`src/rtl/tsm_and_scheduler_firstorder.sv`:
```
// tsm_and_scheduler_firstorder: round-robin sharing of one first-order TSM AND gate,
// one fresh randomness word per operation, gate inputs zeroed between operations.
module tsm_and_scheduler_firstorder #(
    parameter int NUM_REQ      = 4,
    parameter int ID_W         = 2,
    parameter int FLUSH_CYCLES = 1
) (
    input  logic                 clk,
    input  logic                 rst_n,
    input  logic [NUM_REQ-1:0]   req_valid,
    output logic [NUM_REQ-1:0]   req_ready,
    input  logic [2*NUM_REQ-1:0] req_share1,
    input  logic [2*NUM_REQ-1:0] req_share2,
    input  logic                 rnd_valid,
    input  logic [4:0]           rnd_data,
    output logic                 rnd_ready,
    output logic [2:0]           gate_rand_bit,
    output logic [1:0]           gate_rand_cmp,
    output logic [1:0]           gate_in_share1,
    output logic [1:0]           gate_in_share2,
    input  logic [5:0]           gate_out,
    output logic                 rsp_valid,
    input  logic                 rsp_ready,
    output logic [ID_W-1:0]      rsp_id,
    output logic [5:0]           rsp_data
);
    typedef enum logic [2:0] {IDLE, ISSUE, CAPTURE, RESP, FLUSH} state_t;

    state_t          state_q, state_d;
    logic [ID_W-1:0] rr_q, rr_d, id_q, id_d, win;
    logic [1:0]      sh1_q, sh1_d, sh2_q, sh2_d;
    logic [4:0]      rnd_q, rnd_d;
    logic [5:0]      rsp_data_q, rsp_data_d;
    logic [3:0]      cnt_q, cnt_d;
    logic            found, grant;

    always_comb begin
        win   = '0;
        found = 1'b0;
        for (int k = 0; k < NUM_REQ; k++) begin
            if (!found && req_valid[(int'(rr_q) + k) % NUM_REQ]) begin
                found = 1'b1;
                win   = ID_W'((int'(rr_q) + k) % NUM_REQ);
            end
        end
    end

    // A grant needs both a requester and a fresh randomness word, so rnd is consumed 1:1 with requests.
    assign grant     = (state_q == IDLE) && found && rnd_valid;
    assign req_ready = grant ? (NUM_REQ'(1) << win) : '0;
    assign rnd_ready = grant;

    always_comb begin
        state_d    = state_q;
        rr_d       = rr_q;
        id_d       = id_q;
        sh1_d      = sh1_q;
        sh2_d      = sh2_q;
        rnd_d      = rnd_q;
        rsp_data_d = rsp_data_q;
        cnt_d      = cnt_q;
        case (state_q)
            IDLE: if (grant) begin
                state_d = ISSUE;
                rr_d    = ID_W'((int'(win) + 1) % NUM_REQ);
                id_d    = win;
                sh1_d   = req_share1[2*int'(win) +: 2];
                sh2_d   = req_share2[2*int'(win) +: 2];
                rnd_d   = rnd_data;
            end
            ISSUE: begin
                state_d = CAPTURE;
                sh1_d   = '0;
                sh2_d   = '0;
                rnd_d   = '0;
            end
            CAPTURE: begin
                state_d    = RESP;
                rsp_data_d = gate_out;
            end
            RESP: if (rsp_ready) begin
                state_d = (FLUSH_CYCLES == 0) ? IDLE : FLUSH;
                cnt_d   = 4'(FLUSH_CYCLES);
            end
            FLUSH: begin
                cnt_d   = cnt_q - 4'd1;
                state_d = (cnt_q <= 4'd1) ? IDLE : FLUSH;
            end
            default: state_d = IDLE;
        endcase
    end

    always_ff @(posedge clk) begin
        if (!rst_n) begin
            state_q    <= IDLE;
            rr_q       <= '0;
            id_q       <= '0;
            sh1_q      <= '0;
            sh2_q      <= '0;
            rnd_q      <= '0;
            rsp_data_q <= '0;
            cnt_q      <= '0;
        end else begin
            state_q    <= state_d;
            rr_q       <= rr_d;
            id_q       <= id_d;
            sh1_q      <= sh1_d;
            sh2_q      <= sh2_d;
            rnd_q      <= rnd_d;
            rsp_data_q <= rsp_data_d;
            cnt_q      <= cnt_d;
        end
    end

    // Issue regs are non-zero only during ISSUE, so they drive the gate directly.
    assign gate_in_share1 = sh1_q;
    assign gate_in_share2 = sh2_q;
    assign gate_rand_bit  = rnd_q[2:0];
    assign gate_rand_cmp  = rnd_q[4:3];
    assign rsp_valid      = (state_q == RESP);
    assign rsp_id         = id_q;
    assign rsp_data       = rsp_data_q;
endmodule

```
`config.mk`:
```
export PLATFORM = sky130hd
export DESIGN_NAME = tsm_and_scheduler_firstorder
export DESIGN_NICKNAME = d
export VERILOG_FILES = /design/src/rtl/tsm_and_scheduler_firstorder.sv
export SDC_FILE = /design/constraint.sdc
export NUM_CORES = 1
export LEC_CHECK = 0
export ABC_AREA = 1
export CAP_MARGIN = 10
export CORE_MARGIN = 1
export CORE_UTILIZATION = 40
export CTS_CLUSTER_DIAMETER = 120
export DETAILED_ROUTE_END_ITERATION = 8
export PLACE_DENSITY = 0.76
export SKIP_LAST_GASP = 1
export SLEW_MARGIN = 20
export SYNTH_ARGS = -nofsm -noshare
export SYNTH_HDL_FRONTEND = slang
export SYNTH_SLANG_ARGS = --single-unit
```
`constraint.sdc`:
```
create_clock -name clk -period 1.7 [get_ports clk]
set_input_delay 0.17 -clock clk [delete_from_list [all_inputs] [get_ports clk]]
set_output_delay 0.17 -clock clk [all_outputs]
set_load 0.02 [all_outputs]
```
Yosys cells after proc, flatten, opt, wreduce, memory -nomap -nowiden
Cells that the tools add are included.
Word-level totals
  flip-flop bits (word level): 26
  bits of input ports: 35
  output and inout port bits: 23
Cells by class
  equal/unequal tests: 6
  magnitude comparators: 5
  mux-type cells: 32
  add/subtract/negate cells: 5
  reductions and logical operators: 18
  bitwise operators: 3
  shifts and indexed selects: 3
Operators by type and width (number)
  $shiftx A8 B4 Y2: 2
  $pmux W3 S5: 1
  $lt A3 B4 Y1 const B: 3
  $mux W2: 6
  $mux W1: 11
  $pmux W5 S2: 1
  $mux W3: 3
  $bmux W1 S2: 4
  $mux W4: 2
  $pmux W2 S2: 2
  $pmux W4 S2: 1
  $reduce_and A2 Y1: 4
  $eq A3 B2 Y1 const B: 2
  $reduce_or A2 Y1: 3
  $logic_and A1 B1 Y1: 5
  $mux W5: 1
  $add A2 B1 Y2 const B: 2
  $add A2 B2 Y2 const B: 2
  $le A4 B1 Y1 const B: 1
  $reduce_bool A2 Y1: 2
  $shl A1 B2 Y4 const A: 1
  $sub A4 B1 Y4 const B: 1
  $and A1 B1 Y1 const A: 3
  $eq A3 B1 Y1 const B: 1
  6 further kinds: 8

Depth between registers and ports, before layout
Gate-level depths: netlist (run 1).
  word-level depth: 18
  mapped depth: 17
  mapped depth without buffers: 16

Least setup slack after synthesis (run 1)
Ideal clock, no wire load.
  kind: reg2out
  from: register rr_q[0]
  to: output req_ready[2]
  setup slack: -0.142 ns
  arrival time: 1.672 ns
  cell stages (with the launch flop): 14
  buffers on the path: 2
  data required time: 1.530 ns
  cell sequence: dfxtp_1 > buf_6 > inv_8 > nand2_1 > nand2_2 > nand2_2 > nand2_2 > nor2_4 > nand3_2 > nand3_2 > buf_6 > ha_1 > inv_1 > nor2_1
On the way
  cells in the longest elaborated chain, start to end: 15
  elaborated cells between the ends (all ways): 32
  classes of those cells: add/sub: 3; shift: 1; mux: 20; reduce/logical: 8
RTL lines
  from (decl): line 30  | logic [ID_W-1:0] rr_q, rr_d, id_q, id_d, win;
  from (signal assigned): line 105  | rr_q <= rr_d;
  $add A2 B1 Y2 / $bmux W1 S2 (equally long branches): line 41, 43
  $bmux W1 S2 / $mux W1 (equally long branches): line 41  | if (!found && req_valid[(int'(rr_q) + k) % NUM_REQ]) begin
  $mux W1 (implied by the code): line 41
  $mux W1 (implied by the code) / $logic_not A1 Y1 (equally long branches): line 41
  $logic_and A1 B1 Y1: line 41
  $mux W1: line 41
  $logic_not A1 Y1: line 41
  $logic_and A1 B1 Y1: line 41
  $mux W1: line 41
  $logic_not A1 Y1: line 41
  $logic_and A1 B1 Y1: line 41
  $mux W1: line 41
  $logic_and A1 B1 Y1 (2 in a row): line 49  | assign grant = (state_q == IDLE) && found && rnd_valid;
  $mux W4 *: line 50  | assign req_ready = grant ? (NUM_REQ'(1) << win) : '0;
  to (decl): line 11  | output logic [NUM_REQ-1:0] req_ready,
Every way passes the cells marked *; elsewhere a longest branch is shown, timed or not. The select of a mux whose other input is x is not followed.

Worst setup path in the final report (run 1)
  from: register rr_q[0]
  to: output req_ready[1]
On the way
  elaborated cells between the ends (all ways): 32
  classes of those cells: add/sub: 3; shift: 1; mux: 20; reduce/logical: 8
RTL lines (line)
  $add A2 B1 Y2 / $bmux W1 S2 (equally long branches): 41, 43
  $bmux W1 S2 / $mux W1 (equally long branches): 41
  $mux W1 (implied by the code): 41
  $mux W1 (implied by the code) / $logic_not A1 Y1 (equally long branches): 41
  $logic_and A1 B1 Y1: 41
  $mux W1: 41
  $logic_not A1 Y1: 41
  $logic_and A1 B1 Y1: 41
  $mux W1: 41
  $logic_not A1 Y1: 41
  $logic_and A1 B1 Y1: 41
  $mux W2 *: 41
  via win[0]: 30
  $shl A1 B2 Y4 *: 50
  $mux W4 *: 50
Mark *: on every way through the listed nets, which the timed path passes. The rest lies on a longest branch. The select of a mux whose other input is x is not followed.

==> flow_metrics.tcl, run 1 <==
set metrics [dict create \
    status "finished with violations" \
    violations "setup timing" \
    worst_slack_ps -489.0 \
    crit_required_ps 1530 \
    antenna_found_initial 0 \
    syn2layout_area_growth_pct 83.89 \
    via_per_inst 4.878 \
    synth.distinct_cells 29 \
    num-fill-cells 242 \
    final_area_um2 2957 \
    yosys.area.top_type "dfxtp_1" \
    grt_pass1_wl_mm 7.948 \
    synth_area_per_cell_um2 6.305 \
    wirelength_mm 5.326 \
    grtUsageMet1 0.2903 \
    diodes 0 \
    nNetsFinal 395 \
    vdd_ir_drop_max_mv 1.202 \
    gp_congestion 0.8468 \
    power.density_nw_per_um2 2063 \
    slew_headroom 0.6620 \
    pwr-share-seq 0.151 \
    cp_cell_sequence "buf_6, buf_6, nand2_2, nand2_1, nand2_1, nand2_1, nand2_2, nand2_2, nand2_2, nand3_4, inv_4, ha_4, inv_2, nor2_4, buf_6" \
    path_clk_slew_ps 90 \
    std_cell_rows 22 \
    seq_area_frac_synth 0.3237 \
    yosys_register_bits 26 \
    dieArea_um2 4277 \
    startpoint "rr_q[0]" \
    crit_fanout 5 \
    vias 1956 \
    die_h_um 65.40 \
    r2r_slack_ps -370 \
    top_usage_layer "met2" \
    p_leak_nw 1.357 \
    crit_end "req_ready[1]" \
    timing.rr.start "rr_q[0]" \
    drt_iter0_markers 69 \
    crit_path_top_delay_cell "dfxtp_4" \
    drive_above_1_share 0.3598 \
    cts_hold_buf 0 \
    ys_top_cells_by_count "nand2_1 (93), inv_1 (31), nor2_1 (30)" \
    cts_root_buffer "clkbuf_8" \
    clockPowerShare 0.084 \
    crit_type "reg2out" \
    synth_warnings 0 \
    met3_usage 0.01736 \
    clkLatencyLatePin_ps 270 \
    io_pins 58 \
    gr-usage-all-layers 0.2346 \
    rr_worst_depth 15 \
    grt-ovfl-total 0 \
    ant_nets 0 \
    yosysMostFrequentCell "nand2_1" \
    cts_tree "built" \
    synthesis.nets 296 \
    setup_viol 20 \
    period_needed_ps 2189 \
    dpl-instance-area_um2 2410 \
    htree_levels 1 \
    rsz0062_at_grt "true" \
    io_buffers 57 \
    drc 0 \
    use_met2 0.4343 \
    clockBufferDepth 2 \
    setup_tns_ps -6687 \
    start_util 0.4263 \
    wl_per_cell_um 13.28 \
    synthFlopType "dfxtp_1" \
    dr.pass1.iters 4 \
    fmax_mhz 456.8 \
    core_area_um2 3771 \
    grt_max_degree 16 \
    crit_top_cell "nand2_2" \
    fin_crit_sh 1.288 \
    worstMarginPinSlew_ps 506.4 \
    grt_pass1_vias 1821 \
    hp-class "in2reg" \
    finalHoldViolCount 0 \
    startpoint_type "flip-flop" \
    synth_area_leaders "dfxtp_1 (32%), nand2_1 (22%), inv_1 (7.2%), nor2_1 (7.0%), ha_1 (4.7%)" \
    end_kind "output port" \
    p_int_mw 3.264 \
    numClockSinks 26 \
    cts_made_buffers 3 \
    netSwitchingFraction 0.4647 \
    synthArstFlopShare 0 \
    p_switching_mw 2.834 \
    finClkSkew_ps 1.328 \
    dp_hpwl_mm 3.058 \
    synth_edf_count 0 \
    cap_violations 0 \
    combPwrFrac 0.766 \
    yosysTopAreaCellShare 0.3237 \
    drv_slew 0 \
    slowest_delay_ps 390 \
    reg2reg_to "rsp_id[1]" \
    crit_arrival_ps 2020 \
    syn_area_um2 1608 \
    syn_inst 255 \
    die_x_um 65.40 \
]
what timing repair did:
item / 4_1_cts / 5_1_grt
buffers inserted: 17 / 5
gates resized for setup: 77 / 39
gates cloned: 1 / 0
pin swaps: 23 / 23
setup endpoints to repair: 21 / 21
worst max-delay path: cells and delay by family, from the launching register on:
family | cells | cell delay [ps]
fa+ha+maj | 1 | 140
buf+inv | 5 | 540
flops | 1 | 390
simple gates | 9 | 680
final cells by class:
cell class                 count  area, um^2  share of cell area
timing repair buffer          98       963.4              0.3259
clock buffer                   3       41.29             0.01397
inverter                      36       155.1             0.05248
sequential                    26       525.5              0.1777
timing repair inverter         1       7.507            0.002539
tap                           48       60.06             0.02031
multi-input combinational    188        1174              0.3970
clock inverter                 1       30.03             0.01016
through the flow:
| step | util | setup slack (ps) | hold WS (ps) | std cells | power [mW] |
|---|---|---|---|---|---|
| final | 0.7840 | -489.0 | 465.4 | 401 | 6.098 |
| after detailed placement | 0.6390 | -802.9 | 456.2 | 376 | 3.967 |
| after CTS | 0.7326 | -435.8 | 454.9 | 397 | 5.388 |
| after floorplan | - | -26.70 | 304.3 | 255 | 2.887 |
| after global routing | 0.7840 | -582.7 | 480.1 | 401 | 6.492 |
| after global placement | 0.6390 | -783.7 | 450.3 | 376 | 3.933 |
how the worst min path moves through the flow:
stage / start / end / slack, ps / cells past startpoint
floorplan: rst_n / rr_q[1] / 300 / 2
global placement: rnd_q[0] / rnd_q[0] / 450 / 2
detailed placement: gate_in_share1[0] / gate_in_share1[0] / 460 / 2
CTS: rnd_data[2] / rnd_q[2] / 450 / 3
global route: rnd_data[4] / rnd_q[4] / 480 / 3
finish: rnd_data[0] / rnd_q[0] / 470 / 3
layer usage:
metal,share of wire,up-vias
li1,-,985
met1,0.41,887
met2,0.52,74
met3,0.048,10
met4,0.015,0
met5,0,-
state kept, by name, summed over array words and instances, names as in the netlist:
signal and count:
gate_in_share2 2, state_q 3, cnt_q 4, rsp_data 6, rr_q 2, gate_in_share1 2
rsp_id 2, rnd_q 5
layout by cell type (no fill, tap or decap), drive strengths merged:
master,netlist,final
nand2,99,99
clkdlybuf4s50,0,51
buf,4,46
inv,35,36
nor2,34,34
dfxtp,26,26
nand3,16,16
a21oi,11,11
o21ai,10,10
ha,6,6
clkbuf,1,3
a211oi,2,2
nand4,2,2
or2,2,2
nor3,2,2
o31ai,1,1
xor2,1,1
o211ai,1,1
a31oi,1,1
bufinv,0,1
clkinvlp,0,1
dlygate4sd2,0,1
cell families after synthesis:
logic type      share of synthesized area
buf+inv                            0.1152
simple gates                       0.4179
xor+xnor                         0.005448
fa+ha+maj                         0.04669
compound gates                    0.09105
flops                              0.3237
power by group through the flow:
stage                     sequential (mW)  clock, mW  combinational (mW)
after floorplan                      1.02          0                1.86
after global placement              0.922          0                3.01
after detailed placement            0.923          0                3.04
after CTS                           0.908      0.511                3.97
after global routing                0.942      0.546                5.00
final                               0.920      0.510                4.67
No activity file was read; power rests on OpenSTA's default activity.
==> inputs of run 2 (changes only) <==
--- a/config.mk
+++ b/config.mk
@@ -8,10 +8,9 @@
 export ABC_AREA = 1
 export CAP_MARGIN = 10
 export CORE_MARGIN = 1
-export CORE_UTILIZATION = 40
+export CORE_UTILIZATION = 30
 export CTS_CLUSTER_DIAMETER = 120
 export DETAILED_ROUTE_END_ITERATION = 8
-export PLACE_DENSITY = 0.76
 export SKIP_LAST_GASP = 1
 export SLEW_MARGIN = 20
 export SYNTH_ARGS = -nofsm -noshare
==> run 2 against run 1 <==
Net effect: the flow still finishes with violations (setup timing); register-to-register slack improved by 60 ps; clock-buffer cell count unchanged; worst hold slack got worse by 11 ps; sequential share of layout area decreased by 0.26 points; die area increased by 32%; final cell count increased by 7.0%; largest power group unchanged; clock power about the same; clock skew increased by 1.9 ps; critical path depth decreased by 1; total power increased by 1.0%; routed wire length decreased by 7.8%.
==> flow_metrics.tcl, run 2 (synthesized netlist as in run 1, its figures left out) <==
set metrics [dict create \
    grt_pass1_vias 1775 \
    final_cell_mix "nand2_1 (70), clkdlybuf4s50_1 (51), buf_4 (33)" \
    p_leak_nw 1.395 \
    grt_max_degree 16 \
    die_h_um 75.21 \
    period_needed_ps 2137 \
    crit_path_top_delay_cell "dfxtp_4" \
    dpl-instance-area_um2 2445 \
    drt_iter0_markers 99 \
    htree_levels 1 \
    slowest_delay_ps 390 \
    cap_violations 0 \
    io_pins 58 \
    power.density_nw_per_um2 2043 \
    cts_made_buffers 3 \
    numClockSinks 26 \
    finClkSkew_ps 3.183 \
    setup_viol 20 \
    worst_slack_ps -437.2 \
    crit_arrival_ps 1970 \
    wirelength_mm 4.911 \
    startpoint_type "flip-flop" \
    ant_nets 0 \
    std_cell_rows 26 \
    r2r_slack_ps -310 \
    fin_crit_sh 1.257 \
    fin_hold_ws_ps 454.6 \
    p_total_mw 6.161 \
    cp_cell_sequence "buf_6, nand2_2, nand2_2, nand2_4, nand2_2, nor2_4, nand3_2, clkinv_2, nor2_2, nor2_4, ha_2, inv_2, nor2_4, buf_6" \
    vdd_ir_drop_max_mv 1.017 \
    die_x_um 75.21 \
    clockBufferDepth 2 \
    core_area_um2 5140 \
    dr.pass1.iters 4 \
    layout_commonest_cell "nand2_1" \
    gp_congestion 0.8168 \
    layoutNonFillerInstCount 429 \
    end_kind "output port" \
    crit_required_ps 1530 \
    wl_per_cell_um 11.45 \
    clkLatencyLatePin_ps 270 \
    drc 0 \
    path_clk_slew_ps 90 \
    rsz0062_at_grt "true" \
    post-route-util 0.5867 \
    io_buffers 57 \
    worstMarginPinSlew_ps 498.8 \
    gr-usage-all-layers 0.1713 \
    hp-class "in2reg" \
    top_layer "met4" \
    grt_pass1_wl_mm 7.555 \
    violations "setup timing" \
    fmax_mhz 467.9 \
    diodes 0 \
    largest_reg_flops 6 \
    syn2layout_area_growth_pct 87.55 \
    antenna_found_initial 0 \
    grt-ovfl-total 0 \
    status "finished with violations" \
    vias 1876 \
    met1_length_mm 2.102 \
    crit_type "reg2out" \
    nNetsFinal 401 \
    wl_met2_mm 2.464 \
    cts_root_buffer "clkbuf_8" \
    slew_headroom 0.6671 \
    drive_above_1_share 0.3621 \
    start_util 0.3128 \
    cts_tree "built" \
    crit_fanout 5 \
    dp.cells 399 \
    dieArea_um2 5656 \
    finalHoldViolCount 0 \
    via_per_inst 4.373 \
    dp_hpwl_mm 3.242 \
    drv_slew 0 \
    final_area_um2 3015 \
    wl_met3_um 306 \
]
run 2: layout make-up:
type                            instances  area [um^2]
Tap cell                               70        87.58
Multi-Input combinational cell        188         1171
Fill cell                             487         2125
Clock buffer                            3        41.29
Inverter                               36        156.4
Clock inverter                          1        30.03
Timing Repair inverter                  1        7.507
Sequential cell                        26        528.0
Timing Repair Buffer                  104        993.5
run 2: path summary, 6_finish.rpt:
kind,endpoint,startpoint,cells after the start
max reg2reg,gate_in_share2[0],rr_q[0],16
max,req_ready[2],rr_q[0],14
min reg2reg,rnd_q[2],rnd_q[2],2
min,rnd_q[2],rnd_data[2],3
run 2: repair_timing:
item,in CTS,in global routing
pin swaps,23,26
hold buffers,0,0
resized for setup,80,35
gates cloned,1,0
buffers inserted,20,8
endpoints found under the setup margin,21,20
run 2: per-stage QoR:
| stage | setup slack [ps] | setup TNS, ps |
|---|---|---|
| floorplan | -26.70 | -66.29 |
| global placement | -755.7 | -9368 |
| detailed placement | -827.7 | -10270 |
| CTS | -476.4 | -5623 |
| global route | -547.5 | -7832 |
| finish | -437.2 | -5861 |
run 2: routing by layer:
layer | GRT usage | vias to the layer above
met1 | 0.2064 | 826
met4 | 0.03909 | 0
met5 | 0 | -
met3 | 0.03347 | 6
met2 | 0.3143 | 47
li1 | - | 997
run 2: worst max-delay path, delay by kind of cell (launching register included):
family / cells / cell delay, ps
adders and majority gates: 1 / 190
and+or+nand+nor: 9 / 740
buffers and inverters: 4 / 370
DFF: 1 / 390
run 2: where the power goes:
part | switching (mW) | internal [mW] | total [mW]
sequential | 0.121 | 0.790 | 0.911
clock | 0.194 | 0.315 | 0.509
combinational | 2.46 | 2.28 | 4.74
==> inputs of run 3 (changes only) <==
--- a/config.mk
+++ b/config.mk
@@ -11,6 +11,7 @@
 export CORE_UTILIZATION = 30
 export CTS_CLUSTER_DIAMETER = 120
 export DETAILED_ROUTE_END_ITERATION = 8
+export GPL_ROUTABILITY_DRIVEN = 0
 export SKIP_LAST_GASP = 1
 export SLEW_MARGIN = 20
 export SYNTH_ARGS = -nofsm -noshare
==> constraint.sdc (replaced) <==
create_clock -name clk -period 1.8 [get_ports clk]
set_input_delay 0.18 -clock clk [delete_from_list [all_inputs] [get_ports clk]]
set_output_delay 0.18 -clock clk [all_outputs]
set_load 0.02 [all_outputs]
==> run 3 against run 2 <==
Net effect: critical path type unchanged; clock power fell by 26%; sequential share of layout area rose by 1.7 points; the flow still finishes with violations (setup timing); global-route usage fell by 1.8 points.
==> flow_metrics.tcl, run 3 (synthesized netlist as in run 1, its figures left out) <==
set metrics [dict create \
    cap_violations 0 \
    slew_headroom 0.7138 \
    layout_commonest_cell "nand2_1" \
    die_h_um 75.21 \
    drive_above_1_share 0.2738 \
    vdd_ir_drop_max_mv 0.6964 \
    whs_endpoint "rnd_q[1]" \
    cts_tree "built" \
    crit_path_top_delay_cell "dfxtp_4" \
    startpoint "rr_q[0]" \
    slowest_delay_ps 370 \
    grt_pass1_vias 1648 \
    wirelength_mm 4.463 \
    dpl-instance-area_um2 2419 \
    htree_levels 1 \
    core_area_um2 5140 \
    grt_max_degree 15 \
    dieArea_um2 5656 \
    numClockSinks 26 \
    dp.cells 400 \
    finClkSkew_ps 2.129 \
    die_x_um 75.21 \
    crit_type "reg2out" \
    worstMarginPinSlew_ps 428.9 \
    cts_hold_buf 0 \
    violations "setup timing" \
    cp_top_family "simple AND/OR/NAND/NOR gates" \
    cts_root_buffer "clkbuf_8" \
    drc 0 \
    vias 1822 \
    final_cell_mix "nand2_1 (80), clkdlybuf4s50_1 (51), buf_4 (31)" \
    multiInputGateArea_um2 1035 \
    reg2reg_to "gate_in_share1[1]" \
    hp-class "reg2reg" \
    setup_viol 20 \
    path_clk_slew_ps 90 \
    cp_cell_sequence "buf_12, inv_8, nand2_1, nand3_2, nand2_2, inv_1, nand3_2, nand3_4, buf_6, ha_2, inv_1, nor2_2, buf_6" \
    seq_area_um2 525.5 \
    ant_nets 0 \
    layoutNonFillerInstCount 417 \
    antenna_found_initial 0 \
    largest_reg_flops 6 \
    start_util 0.3128 \
    via_per_inst 4.369 \
    r2r_slack_ps -200 \
    top_layer "met4" \
    power.density_nw_per_um2 1768 \
    p_leak_nw 1.297 \
    std_cell_rows 26 \
    timing.rr.start "rr_q[0]" \
    dp_hpwl_mm 3.124 \
    crit_arrival_ps 2070 \
    crit_fanout 9 \
    met1_length_mm 2.071 \
    cts_made_buffers 3 \
    wl_per_cell_um 10.70 \
    fin_crit_sh 1.248 \
    status "finished with violations" \
    fmax_mhz 445.2 \
    nNetsFinal 389 \
    crit_required_ps 1620 \
    end_kind "output port" \
    drv_slew 0 \
    grt_pass1_wl_mm 6.803 \
    holdPathStages 2 \
    period_needed_ps 2246 \
    diodes 0 \
    gr-usage-all-layers 0.1533 \
    clkLatencyLatePin_ps 270 \
    wl_met3_um 220 \
    num-fill-cells 519 \
    worst-path-buf-inv 6 \
    clockBufferDepth 2 \
    final_area_um2 2735 \
    rr_worst_depth 17 \
    io_buffers 57 \
    wl_met2_mm 2.125 \
    dr.pass1.iters 5 \
    finalHoldViolCount 0 \
    io_pins 58 \
    worst_slack_ps -446.1 \
    rsz0062_at_grt "true" \
    p_total_mw 4.836 \
    grt-ovfl-total 0 \
    post-route-util 0.5321 \
    drt_iter0_markers 60 \
    syn2layout_area_growth_pct 70.12 \
    min_from "rnd_q[1]" \
    startpoint_type "flip-flop" \
]
run 3: stage by stage:
stage / TNS [ps] / hold slack, ps / setup WS, ps
floorplan: 0 / 314.9 / 13.46
global placement: -7130 / 450.7 / -697.9
detailed placement: -7474 / 452.9 / -746.7
CTS: -3562 / 464.5 / -371.5
global route: -6725 / 483.2 / -553.4
finish: -4278 / 462.8 / -446.1
run 3: how the worst max path moves through the flow:
stage / cells after the start / endpoint / slack, ps
after CTS: 15 / req_ready[2] / -370
after detailed placement: 13 / req_ready[1] / -750
after global placement: 13 / req_ready[3] / -700
final: 13 / req_ready[2] / -450
after global routing: 13 / req_ready[2] / -550
after floorplan: 13 / rr_q[1] / 10
run 3: metal layers:
layer	track usage	vias to the layer above
li1	-	977
met1	0.1946	787
met2	0.2733	53
met3	0.01874	5
met4	0.04321	0
met5	0	-
run 3: final cells by class:
class | instances | area share
inverters | 36 | 0.05444
clock buffers | 4 | 0.02013
repair inverters | 1 | 0.002745
flip-flops and latches | 26 | 0.1921
well taps | 70 | 0.03202
multi-input cells | 188 | 0.3783
repair buffers | 92 | 0.3202
run 3: report_power, final:
group / internal (mW) / switching (mW)
Sequential: 0.743 / 0.104
Combinational: 1.70 / 1.92
Clock: 0.196 / 0.181
Total: 2.63 / 2.20
run 3: tightest hold or removal path, stage by stage (launching register included):
cell and delay [ps]:
dfxtp_1 320, nand2_1 60, a21oi_1 50
run 3: what timing repair did:
action | 4_1_cts | 5_1_grt
setup buffers | 8 | 3
gates cloned | 1 | 1
gates resized for setup | 44 | 30
setup endpoints to repair | 20 | 20
pin swaps | 6 | 13
